File: config.mk
export PLATFORM = sky130hd
export DESIGN_NAME = als_sequencer
export DESIGN_NICKNAME = d
export VERILOG_FILES = /design/src/rtl/als_pkg.sv /design/src/rtl/als_sequencer.sv
export SDC_FILE = /design/constraint.sdc
export NUM_CORES = 1
export LEC_CHECK = 0
export CELL_PAD_IN_SITES_DETAIL_PLACEMENT = 0
export CELL_PAD_IN_SITES_GLOBAL_PLACEMENT = 1
export CORE_MARGIN = 5
export CORE_UTILIZATION = 27
export DETAILED_ROUTE_END_ITERATION = 12
export GPL_TIMING_DRIVEN = 0
export PLACE_DENSITY_LB_ADDON = 0.1
export SYNTH_ARGS = -nofsm -noshare
export SYNTH_HDL_FRONTEND = slang
export SYNTH_SLANG_ARGS = --single-unit
File: constraint.sdc
create_clock -name Clk -period 2.1 [get_ports Clk]
set_input_delay 0.42 -clock Clk [delete_from_list [all_inputs] [get_ports Clk]]
set_output_delay 0.42 -clock Clk [all_outputs]
set_load 0.01 [all_outputs]
File: src/rtl/als_pkg.sv
`default_nettype none
// ============================================================================
// Package     : als_pkg
// Description : Shared types and constants for the ALU/shifter sequencer:
//               FSM state encoding, shifter command codes, ALU function
//               codes and the bit positions of the flag vector.
// Revision    : 1.0 - initial release
// ============================================================================
package als_pkg;

    // Sequencer FSM states
    typedef enum logic [2:0] {
        ST_IDLE     = 3'd0,
        ST_ALU_EXEC = 3'd1,
        ST_SH_LOAD  = 3'd2,
        ST_SH_RUN   = 3'd3,
        ST_SH_CAP   = 3'd4,
        ST_RESP     = 3'd5
    } als_state_t;

    // Shifter command (funct) codes
    localparam logic [2:0] SH_NOP  = 3'b000;
    localparam logic [2:0] SH_LOAD = 3'b001;
    localparam logic [2:0] SH_SLL  = 3'b010;
    localparam logic [2:0] SH_SRL  = 3'b011;
    localparam logic [2:0] SH_SRA  = 3'b100;
    localparam logic [2:0] SH_ROR  = 3'b101;
    localparam logic [2:0] SH_ROL  = 3'b110;

    // ALU function codes (passed straight through to the ALU)
    localparam logic [2:0] ALU_ADD = 3'b000;
    localparam logic [2:0] ALU_SUB = 3'b001;
    localparam logic [2:0] ALU_AND = 3'b010;
    localparam logic [2:0] ALU_OR  = 3'b011;
    localparam logic [2:0] ALU_XOR = 3'b100;
    localparam logic [2:0] ALU_NOR = 3'b101;
    localparam logic [2:0] ALU_SLT = 3'b110;
    localparam logic [2:0] ALU_CMP = 3'b111;

    // Flag vector layout: {overflow,negative,zero,equal,greater,lesser}
    localparam int FLAG_W        = 6;
    localparam int FLAG_OVERFLOW = 5;
    localparam int FLAG_NEGATIVE = 4;
    localparam int FLAG_ZERO     = 3;
    localparam int FLAG_EQUAL    = 2;
    localparam int FLAG_GREATER  = 1;
    localparam int FLAG_LESSER   = 0;

    // True for the funct codes that actually move data in the shifter.
    function automatic logic is_shift_kind(input logic [2:0] kind);
        logic ok;
        case (kind)
            SH_SLL, SH_SRL, SH_SRA, SH_ROR, SH_ROL: ok = 1'b1;
            default:                                ok = 1'b0;
        endcase
        return ok;
    endfunction

endpackage : als_pkg
`default_nettype wire

File: src/rtl/als_sequencer.sv
`default_nettype none
// ============================================================================
// Module      : als_sequencer
// Description : Sequences the combined ALU/shifter unit for the multicycle
//               control path. One request at a time is accepted over a
//               valid/ready channel; ALU ops run for one execute cycle,
//               shift ops run the shifter through load -> shift -> capture.
//               The registered result and flags are returned on a
//               valid/ready response channel.
// Ports       : Clk, reset            - clock, synchronous active-high reset
//               req_*                 - request channel (valid/ready)
//               operation, oper_A/B,
//               ALU_sel, funct,
//               NumberofShifts, Array - control/data to the ALU/shifter unit
//               ALU_result, alu_flags,
//               Shifted_Array         - results from the ALU/shifter unit
//               rsp_*                 - response channel (valid/ready)
// Revision    : 1.0 - initial release
// ============================================================================
module als_sequencer
    import als_pkg::*;
#(
    parameter int WIDTH   = 32,
    parameter int SHAMT_W = 5
) (
    input  logic               Clk,
    input  logic               reset,
    // request channel
    input  logic               req_valid,
    output logic               req_ready,
    input  logic               req_shift,
    input  logic [2:0]         req_alu_sel,
    input  logic [2:0]         req_funct,
    input  logic [WIDTH-1:0]   req_a,
    input  logic [WIDTH-1:0]   req_b,
    input  logic [SHAMT_W-1:0] req_shamt,
    // ALU/shifter unit control
    output logic               operation,
    output logic [WIDTH-1:0]   oper_A,
    output logic [WIDTH-1:0]   oper_B,
    output logic [2:0]         ALU_sel,
    output logic [2:0]         funct,
    output logic [SHAMT_W-1:0] NumberofShifts,
    output logic [WIDTH-1:0]   Array,
    // ALU/shifter unit results
    input  logic [WIDTH-1:0]   ALU_result,
    input  logic [FLAG_W-1:0]  alu_flags,
    input  logic [WIDTH-1:0]   Shifted_Array,
    // response channel
    output logic               rsp_valid,
    input  logic               rsp_ready,
    output logic [WIDTH-1:0]   rsp_result,
    output logic [FLAG_W-1:0]  rsp_flags
);

    als_state_t r_state;
    logic [2:0] r_kind;     // stored shift kind, issued during SH_RUN

    // Shift results only carry zero and negative; the rest read as 0.
    function automatic logic [FLAG_W-1:0] shift_flags(input logic [WIDTH-1:0] res);
        logic [FLAG_W-1:0] f;
        f                = '0;
        f[FLAG_ZERO]     = (res == '0);
        f[FLAG_NEGATIVE] = res[WIDTH-1];
        return f;
    endfunction

    // All outputs are registered and set on the edge that enters the state
    // they belong to, so each output is valid for the whole state cycle.
    always_ff @(posedge Clk) begin
        if (reset) begin
            r_state        <= ST_IDLE;
            r_kind         <= SH_NOP;
            req_ready      <= 1'b1;
            rsp_valid      <= 1'b0;
            funct          <= SH_NOP;
            operation      <= 1'b0;
            oper_A         <= '0;
            oper_B         <= '0;
            Array          <= '0;
            ALU_sel        <= 3'b000;
            NumberofShifts <= '0;
            rsp_result     <= '0;
            rsp_flags      <= '0;
        end else begin
            case (r_state)
                ST_IDLE: begin
                    if (req_valid) begin
                        oper_A         <= req_a;
                        oper_B         <= req_b;
                        ALU_sel        <= req_alu_sel;
                        NumberofShifts <= req_shamt;
                        r_kind         <= req_funct;
                        // Array only matters once funct=LOAD, so loading it
                        // for ALU ops as well is harmless.
                        Array          <= req_a;
                        req_ready      <= 1'b0;
                        if (!req_shift) begin
                            r_state <= ST_ALU_EXEC;
                        end else if ((req_shamt == '0) || !is_shift_kind(req_funct)) begin
                            // Nothing to shift: answer with the source
                            // directly and never touch the shifter.
                            r_state    <= ST_RESP;
                            rsp_valid  <= 1'b1;
                            rsp_result <= req_a;
                            rsp_flags  <= shift_flags(req_a);
                        end else begin
                            r_state   <= ST_SH_LOAD;
                            operation <= 1'b1;
                            funct     <= SH_LOAD;
                        end
                    end
                end

                ST_ALU_EXEC: begin
                    r_state    <= ST_RESP;
                    rsp_valid  <= 1'b1;
                    rsp_result <= ALU_result;
                    rsp_flags  <= alu_flags;
                end

                ST_SH_LOAD: begin
                    r_state <= ST_SH_RUN;
                    funct   <= r_kind;
                end

                ST_SH_RUN: begin
                    // Hold so the shifter keeps its result for capture.
                    r_state <= ST_SH_CAP;
                    funct   <= SH_NOP;
                end

                ST_SH_CAP: begin
                    r_state    <= ST_RESP;
                    operation  <= 1'b0;
                    rsp_valid  <= 1'b1;
                    rsp_result <= Shifted_Array;
                    rsp_flags  <= shift_flags(Shifted_Array);
                end

                ST_RESP: begin
                    if (rsp_ready) begin
                        r_state   <= ST_IDLE;
                        rsp_valid <= 1'b0;
                        req_ready <= 1'b1;
                    end
                end

                default: begin
                    r_state   <= ST_IDLE;
                    req_ready <= 1'b1;
                    rsp_valid <= 1'b0;
                    funct     <= SH_NOP;
                    operation <= 1'b0;
                end
            endcase
        end
    end

endmodule : als_sequencer
`default_nettype wire

==> key figures, run 1 <==
Die
  • Die Wd: about 150 µm
  • Starting Density: a little over a quarter
  • Site Rows: about 50
  • Die Area: about 23000 µm²
  • Chip height: roughly 150 µm
  • I/O pin cnt: around 300
  • Core footprint: between 15000 and 20000 µm²

Global routing
  • Met1 Use GR: about a quarter
  • Vias in the first global route: ~5600
  • Initial antenna violation count: 0
  • Largest net degree at the start of global routing: 17
  • Top Usage Layer GRT: met2
  • First-pass GRT wire length: around 32 mm
  • Routing usage on met3: about 6.2%
  • Global route overflow: 0
  • Total track usage: roughly a fifth
  • Grt met2 use: a little under a third

Setup path
  • Crit path buffers/inverters: 3
  • CP cell instances: clkdlybuf4s50_1 > nor3_4 > a41oi_2 > a221oi_4 > buf_12 > buf_6 > nor2_1 > a311oi_1
  • Startpoint Class: input pin
  • CP required: around 2400 ps
  • Critical path fanouts, max: 10
  • Kind of end point of the critical path: flip-flop
  • Slowest stage delay, CP: between 400 and 500 ps
  • Crit path max-delay family: buffers and inverters
  • Worst Setup Path Type: in -> reg
  • Worst path slowest cell: clkdlybuf4s50_1
  • CP arrival: around 2300 ps

Synthesis
  • Post-synthesis cell type count: 33
  • Yosys warns: 0
  • Async SR Flop Fraction: 0%
  • Syn Area/Cell: roughly 8.3 µm²
  • Synth top cells by count: nand2_1 (197), dfxtp_1 (122), a21oi_1 (84)
  • Post-synthesis sequential area ratio: around 46%
  • Cell accounting for the most synthesized area: dfxtp_1
  • Main area contributors after synthesis: dfxtp_1 (46%), nand2_1 (14%), a311oi_2 (8.7%), a21oi_1 (7.9%), buf_4 (5.1%)
  • Number of synthesized flops with an enable pin: 0
  • Share of the synthesized area in the top cell type: between 40 and 50%
  • Seq cells post-synth: around 120
  • Synth Instances: 646
  • Cell area after synthesis: about 5400 µm²
  • Synth Net Count: approximately 800
  • Count leader, synth: nand2_1
  • Post-synth top flop: dfxtp_1

Drt
  • Initial DRT Pass Iterations: 4
  • Final WL: approximately 22 mm
  • Via count: approximately 5700
  • DRC: 0
  • Wire per inst: about 18 µm
  • Final ANT Viol Nets: 0
  • Iter 0 DRT Violations: 254
  • Vias per Instance: between 4 and 5

Timing
  • Fin. max-slew vios: 0
  • Final hold vios: 0
  • Tcrit/Tclk final: 94.2%
  • Max Clk Rate: roughly 510 MHz
  • Slew @ Worst Pin: roughly 730 ps
  • Final setup viols: 0
  • Clock Skews: between 10 and 15 ps
  • Unrepaired setup endpoints after global routing: no
  • Slew HR: roughly 51%
  • Final worst path period need: roughly 2000 ps

Clock network
  • Clock Sinks: ~120
  • Clock H-tree levels: 4
  • Cts bufs inserted: 17
  • Clk_lat worst skew: 410 ps
  • CTS root buf: clkbuf_16
  • Clk buf depth: 2
  • CTS tree: built
  • Post-cts hold buffer count: 0
  • Clock-pin slew on the worst setup and hold paths: ~60 ps

Hold path
  • Worst min-delay path class: reg -> reg

Placement
  • IO Port Bufs: around 300
  • Placed inst area: roughly 8600 µm²
  • Routability cong.: roughly 0.76
  • HPWL after DPL: ~17 mm

Cells and area
  • Share of cells above drive strength 1: between 10% and 20%
  • Synthesis-to-finish area growth: 74.2%
  • Ant diodes: 0
  • Fill count: approximately 2000
  • Area of the multi-input gates: ~2400 µm²
  • Total Nets Final: ~1100
  • Design area: approximately 9300 µm²
  • Reg area: 2440 µm²

Power
  • Power Density: approximately 890 nW/µm²
  • VDD IR max: approximately 0.55 mV
  • Leak: 3.40 nW
  • Pwr Total: between 8 and 9 mW

Run
  • Max cap viols: 0

Outcome
  • Outcome: complete, no violations
-- final cells by class --
type                       instances  area share, %
sequential                       122           26.2
multi-input combinational        442           26.3
buffer                            81           5.30
timing repair buffer             302           32.6
clock buffer                      19           4.75
inverter                           1         0.0403
clock inverter                    13           1.32
tap                              265           3.56
-- cell families after synthesis --
kind of cell | after synthesis | synth area share (%)
flops | 122 | 45.7
compound gates | 166 | 24.2
buf+inv | 82 | 9.05
simple gates | 276 | 21.1
-- worst paths after layout --
kind / slack [ps] / from / endpoint / cells past startpoint
worst max-delay path: 120 / req_shamt[0] / rsp_flags[4] / 8
worst min register to register: 450 / oper_B[20] / oper_B[20] / 2
worst min-delay path: 450 / oper_B[20] / oper_B[20] / 2
worst max register to register: 200 / r_state[2] / rsp_result[12] / 6
-- cells in the final DEF, fill, tap and decap left out, drive strengths merged --
cell type / n
bufinv: 1
nor4: 16
o21bai: 2
nor3: 2
o221ai: 1
nand3: 2
nand2: 197
a21boi: 1
nor2: 45
a311oi: 34
a41oi: 1
dlymetal6s2s: 1
a21oi: 84
a21o: 2
inv: 2
nor3b: 1
clkdlybuf4s50: 295
dfxtp: 122
and2: 1
clkinv: 7
clkbuf: 51
a221oi: 3
a22oi: 32
clkinvlp: 4
nand2b: 6
or2: 1
buf: 55
and3: 2
a32o: 2
o21ai: 2
a211oi: 2
nand4: 3
-- routing by layer --
layer	vias up	part of all wire (%)
met5	-	0
met4	0	0.67
met3	9	9.4
met2	200	47
met1	2606	43
li1	2869	-
-- sequential cells by signal, indices dropped and copies added, names as in the netlist --
signal,cells
rsp_result,32
Array,32
funct,3
rsp_flags,6
operation,1
r_state,3
req_ready,1
oper_B,32
r_kind,3
ALU_sel,3
NumberofShifts,5
rsp_valid,1
-- repair_timing --
item,in CTS,in global routing
setup buffers,2,4
pin swaps,1,0
gates resized for setup,4,14
endpoints found under the setup margin,36,74
cloned,0,0
-- worst reg2reg max path, cell delays in order (launching register included) --
cell,delay (ps)
dfxtp_1,310
buf_2,220
nor3b_4,250
buf_12,150
clkbuf_1,390
a22oi_1,220
a311oi_2,270
-- stage by stage --
stage / instances / util (%) / setup WS, ps / setup TNS [ps] / hold slack, ps
final: 1245 / 47.9 / 122 / 0 / 452
after CTS: 1241 / 47.5 / 10.1 / 0 / 454
after global routing: 1245 / 47.9 / 1.83 / 0 / 469
after global placement: 1207 / 44.4 / -628 / -29580 / 435
after floorplan: 646 / - / 312 / 0 / 432
after detailed placement: 1207 / 44.4 / -644 / -31740 / 444
-- power breakdown --
group | switching [mW] | leakage, nW | internal [mW]
clock network | 1.12 | 0.266 | 1.66
registers | 0.168 | 1.00 | 2.62
logic | 1.35 | 2.14 | 1.40
(Power assumes the default switching activity.)
==> run 2: changes to the inputs <==
- ABC_AREA: default -> 0
- MAX_ROUTING_LAYER: default -> met4
==> run 2 against run 1 <==
Sequential power barely moved; clock power barely moved; global-route usage rose by 0.55 points; setup slack improved by 4.3 ps; critical endpoint unchanged; largest cell class unchanged; highest routed layer unchanged.
==> key figures, run 2 (synthesis results as in run 1) <==
Global routing
  • Global route overflow: 0 (unchanged)
  • Total track usage: 19.2% (was 18.7%)
  • Largest net degree at the start of global routing: 17 (unchanged)
  • Vias in the first global route: 5632 (was 5635)
  • First-pass GRT wire length: 32.4 mm (was 32.5 mm)
  • Initial antenna violation count: 0 (unchanged)

Setup path
  • Startpoint Class: input pin (unchanged)
  • CP required: 2410 ps (about the same)
  • Kind of end point of the critical path: flip-flop (unchanged)
  • Worst Setup Path Type: in -> reg (unchanged)
  • R2r endpoint: rsp_result[12] (unchanged)
  • Reg2Reg Setup Slack: 190 ps (was 200 ps)
  • CP arrival: 2290 ps (about the same)
  • R2R cell count: 6 (unchanged)
  • Critical path fanouts, max: 10 (unchanged)
  • R2R Path Start: r_state[2] (unchanged)

Die
  • Die Area: 22700 µm² (unchanged)
  • Core footprint: 19500 µm² (unchanged)
  • I/O pin cnt: 298 (unchanged)
  • Site Rows: 51 (unchanged)
  • Die Wd: 151 µm (unchanged)
  • Starting Density: 27.5% (unchanged)
  • Chip height: 151 µm (unchanged)

Power
  • Sw power: 2.65 mW (was 2.64 mW)
  • Power Density: 894 nW/µm² (about the same)
  • Internal power: 5.69 mW (about the same)
  • Switching power share of the total: 31.8% (was 31.7%)
  • Seq pwr share: 33.5% (about the same)
  • Clock share of power: 33.5% (was 33.4%)
  • VDD IR max: 0.548 mV (was 0.546 mV)
  • Power share of the combinational group: 33.1% (about the same)
  • Leak: 3.40 nW (unchanged)

Timing
  • Unrepaired setup endpoints after global routing: no (unchanged)
  • Final setup viols: 0 (unchanged)
  • Max Clk Rate: 507 MHz (was 506 MHz)
  • Clock Skews: 12.2 ps (was 10.2 ps)
  • Fin. max-slew vios: 0 (unchanged)
  • Final worst path period need: 1970 ps (was 1980 ps)
  • Slew HR: 51.1% (was 51.3%)
  • Tcrit/Tclk final: 94.0% (was 94.2%)
  • Final hold vios: 0 (unchanged)
  • Slew @ Worst Pin: 733 ps (was 731 ps)

Clock network
  • CTS root buf: clkbuf_16 (unchanged)
  • Cts bufs inserted: 17 (unchanged)
  • Clk buf depth: 2 (unchanged)
  • Clock Sinks: 122 (unchanged)
  • Clock H-tree levels: 4 (unchanged)
  • CTS tree: built (unchanged)
  • Clk_lat worst skew: 420 ps (was 410 ps)
  • Clock-pin slew on the worst setup and hold paths: 60 ps (about the same)

Placement
  • Placed inst area: 8640 µm² (unchanged)
  • IO Port Bufs: 296 (unchanged)
  • HPWL after DPL: 17.5 mm (unchanged)
  • Routability cong.: 0.772 (was 0.760)

Drt
  • Iter 0 DRT Violations: 253 (was 254)
  • Final WL: 22.0 mm (about the same)
  • Via count: 5654 (was 5684)
  • Initial DRT Pass Iterations: 5 (was 4)
  • Vias per Instance: 4.54 (was 4.57)
  • DRC: 0 (unchanged)
  • Wire per inst: 17.7 µm (about the same)
  • Final ANT Viol Nets: 0 (unchanged)

Cells and area
  • Fill count: 1962 (unchanged)
  • Top Registers: Array (32), oper_B (32), rsp_result (32) (unchanged)
  • Synthesis-to-finish area growth: 74.2% (unchanged)
  • Ant diodes: 0 (unchanged)
  • Share of cells above drive strength 1: 13.5% (unchanged)
  • Total Nets Final: 1117 (unchanged)
  • Most common cell after layout, fill and taps aside: clkdlybuf4s50_1 (unchanged)
  • Commonest cells after routing, fill and taps aside: clkdlybuf4s50_1 (295), nand2_1 (197), dfxtp_1 (122) (unchanged)
  • Final core area utilization: 47.9% (unchanged)
  • Design area: 9320 µm² (unchanged)

Hold path
  • Worst min-delay path class: reg -> reg (unchanged)
  • Worst Hold Path Cells: 2 (unchanged)
  • WHS Endpoint: oper_B[13] (was oper_B[20])
  • Worst hold start: oper_B[13] (was oper_B[20])

Outcome
  • Outcome: complete, no violations (unchanged)

Run
  • Max cap viols: 0 (unchanged)
run 2: cell counts in the layout (fill, tap and decap cells not counted):
Identical to the previous run, type by type.
run 2: worst max-delay path by stage:
stage	cells after the start	from	slack (ps)	to
floorplan	6	req_shamt[0]	310	rsp_result[26]
global route	8	r_state[2]	2	oper_B[18]
finish	8	req_shamt[0]	130	rsp_flags[4]
detailed placement	7	req_shamt[0]	-640	rsp_result[28]
global placement	7	req_shamt[0]	-630	rsp_result[28]
CTS	5	r_state[2]	10	rsp_result[11]
run 2: final cells by class:
type	instances	area, µm²	area share [%]
buffer	81	494	5.30
sequential	122	2440	26.2
inverter	1	3.75	0.0403
clock inverter	13	123	1.32
tap	265	332	3.56
clock buffer	19	443	4.75
timing repair buffer	302	3040	32.6
multi-input combinational	442	2450	26.3
run 2: what timing repair did:
item,CTS,global route
endpoints found under the setup margin,36,73
resized for setup,4,14
buffers inserted,2,4
pin swaps,1,0
hold buffers,0,0
run 2: through the flow:
stage | hold WS [ps] | TNS [ps] | instances | setup WS, ps | power [mW]
after floorplan | 432 | 0 | 646 | 312 | 4.15
after global placement | 435 | -29580 | 1207 | -628 | 5.54
after detailed placement | 444 | -31740 | 1207 | -644 | 5.55
after CTS | 454 | 0 | 1241 | 10.1 | 8.41
after global routing | 469 | 0 | 1245 | 1.84 | 8.80
final | 451 | 0 | 1245 | 126 | 8.33
run 2: per-layer routing:
layer	part of all wire, %	vias up	global-route usage, %	routed length [µm]
li1	-	2866	-	-
met1	44	2593	24.1	9740
met2	47	183	30.8	10300
met3	7.9	12	5.30	1740
met4	0.90	0	4.62	197
met5	0	-	-	0
run 2: worst max-delay path, stage by stage:
cell	delay (ps)
clkdlybuf4s50_1	470
nor3_4	280
a41oi_2	200
a221oi_4	300
buf_12	170
buf_6	150
nor2_1	50
a311oi_1	240
run 2: power by group through the flow:
stage | registers (mW) | logic (mW) | clock network [mW]
after CTS | 2.79 | 2.76 | 2.86
after global placement | 2.83 | 2.72 | 0
after global routing | 2.82 | 2.99 | 2.98
after detailed placement | 2.84 | 2.71 | 0
final | 2.79 | 2.76 | 2.79
after floorplan | 2.95 | 1.20 | 0
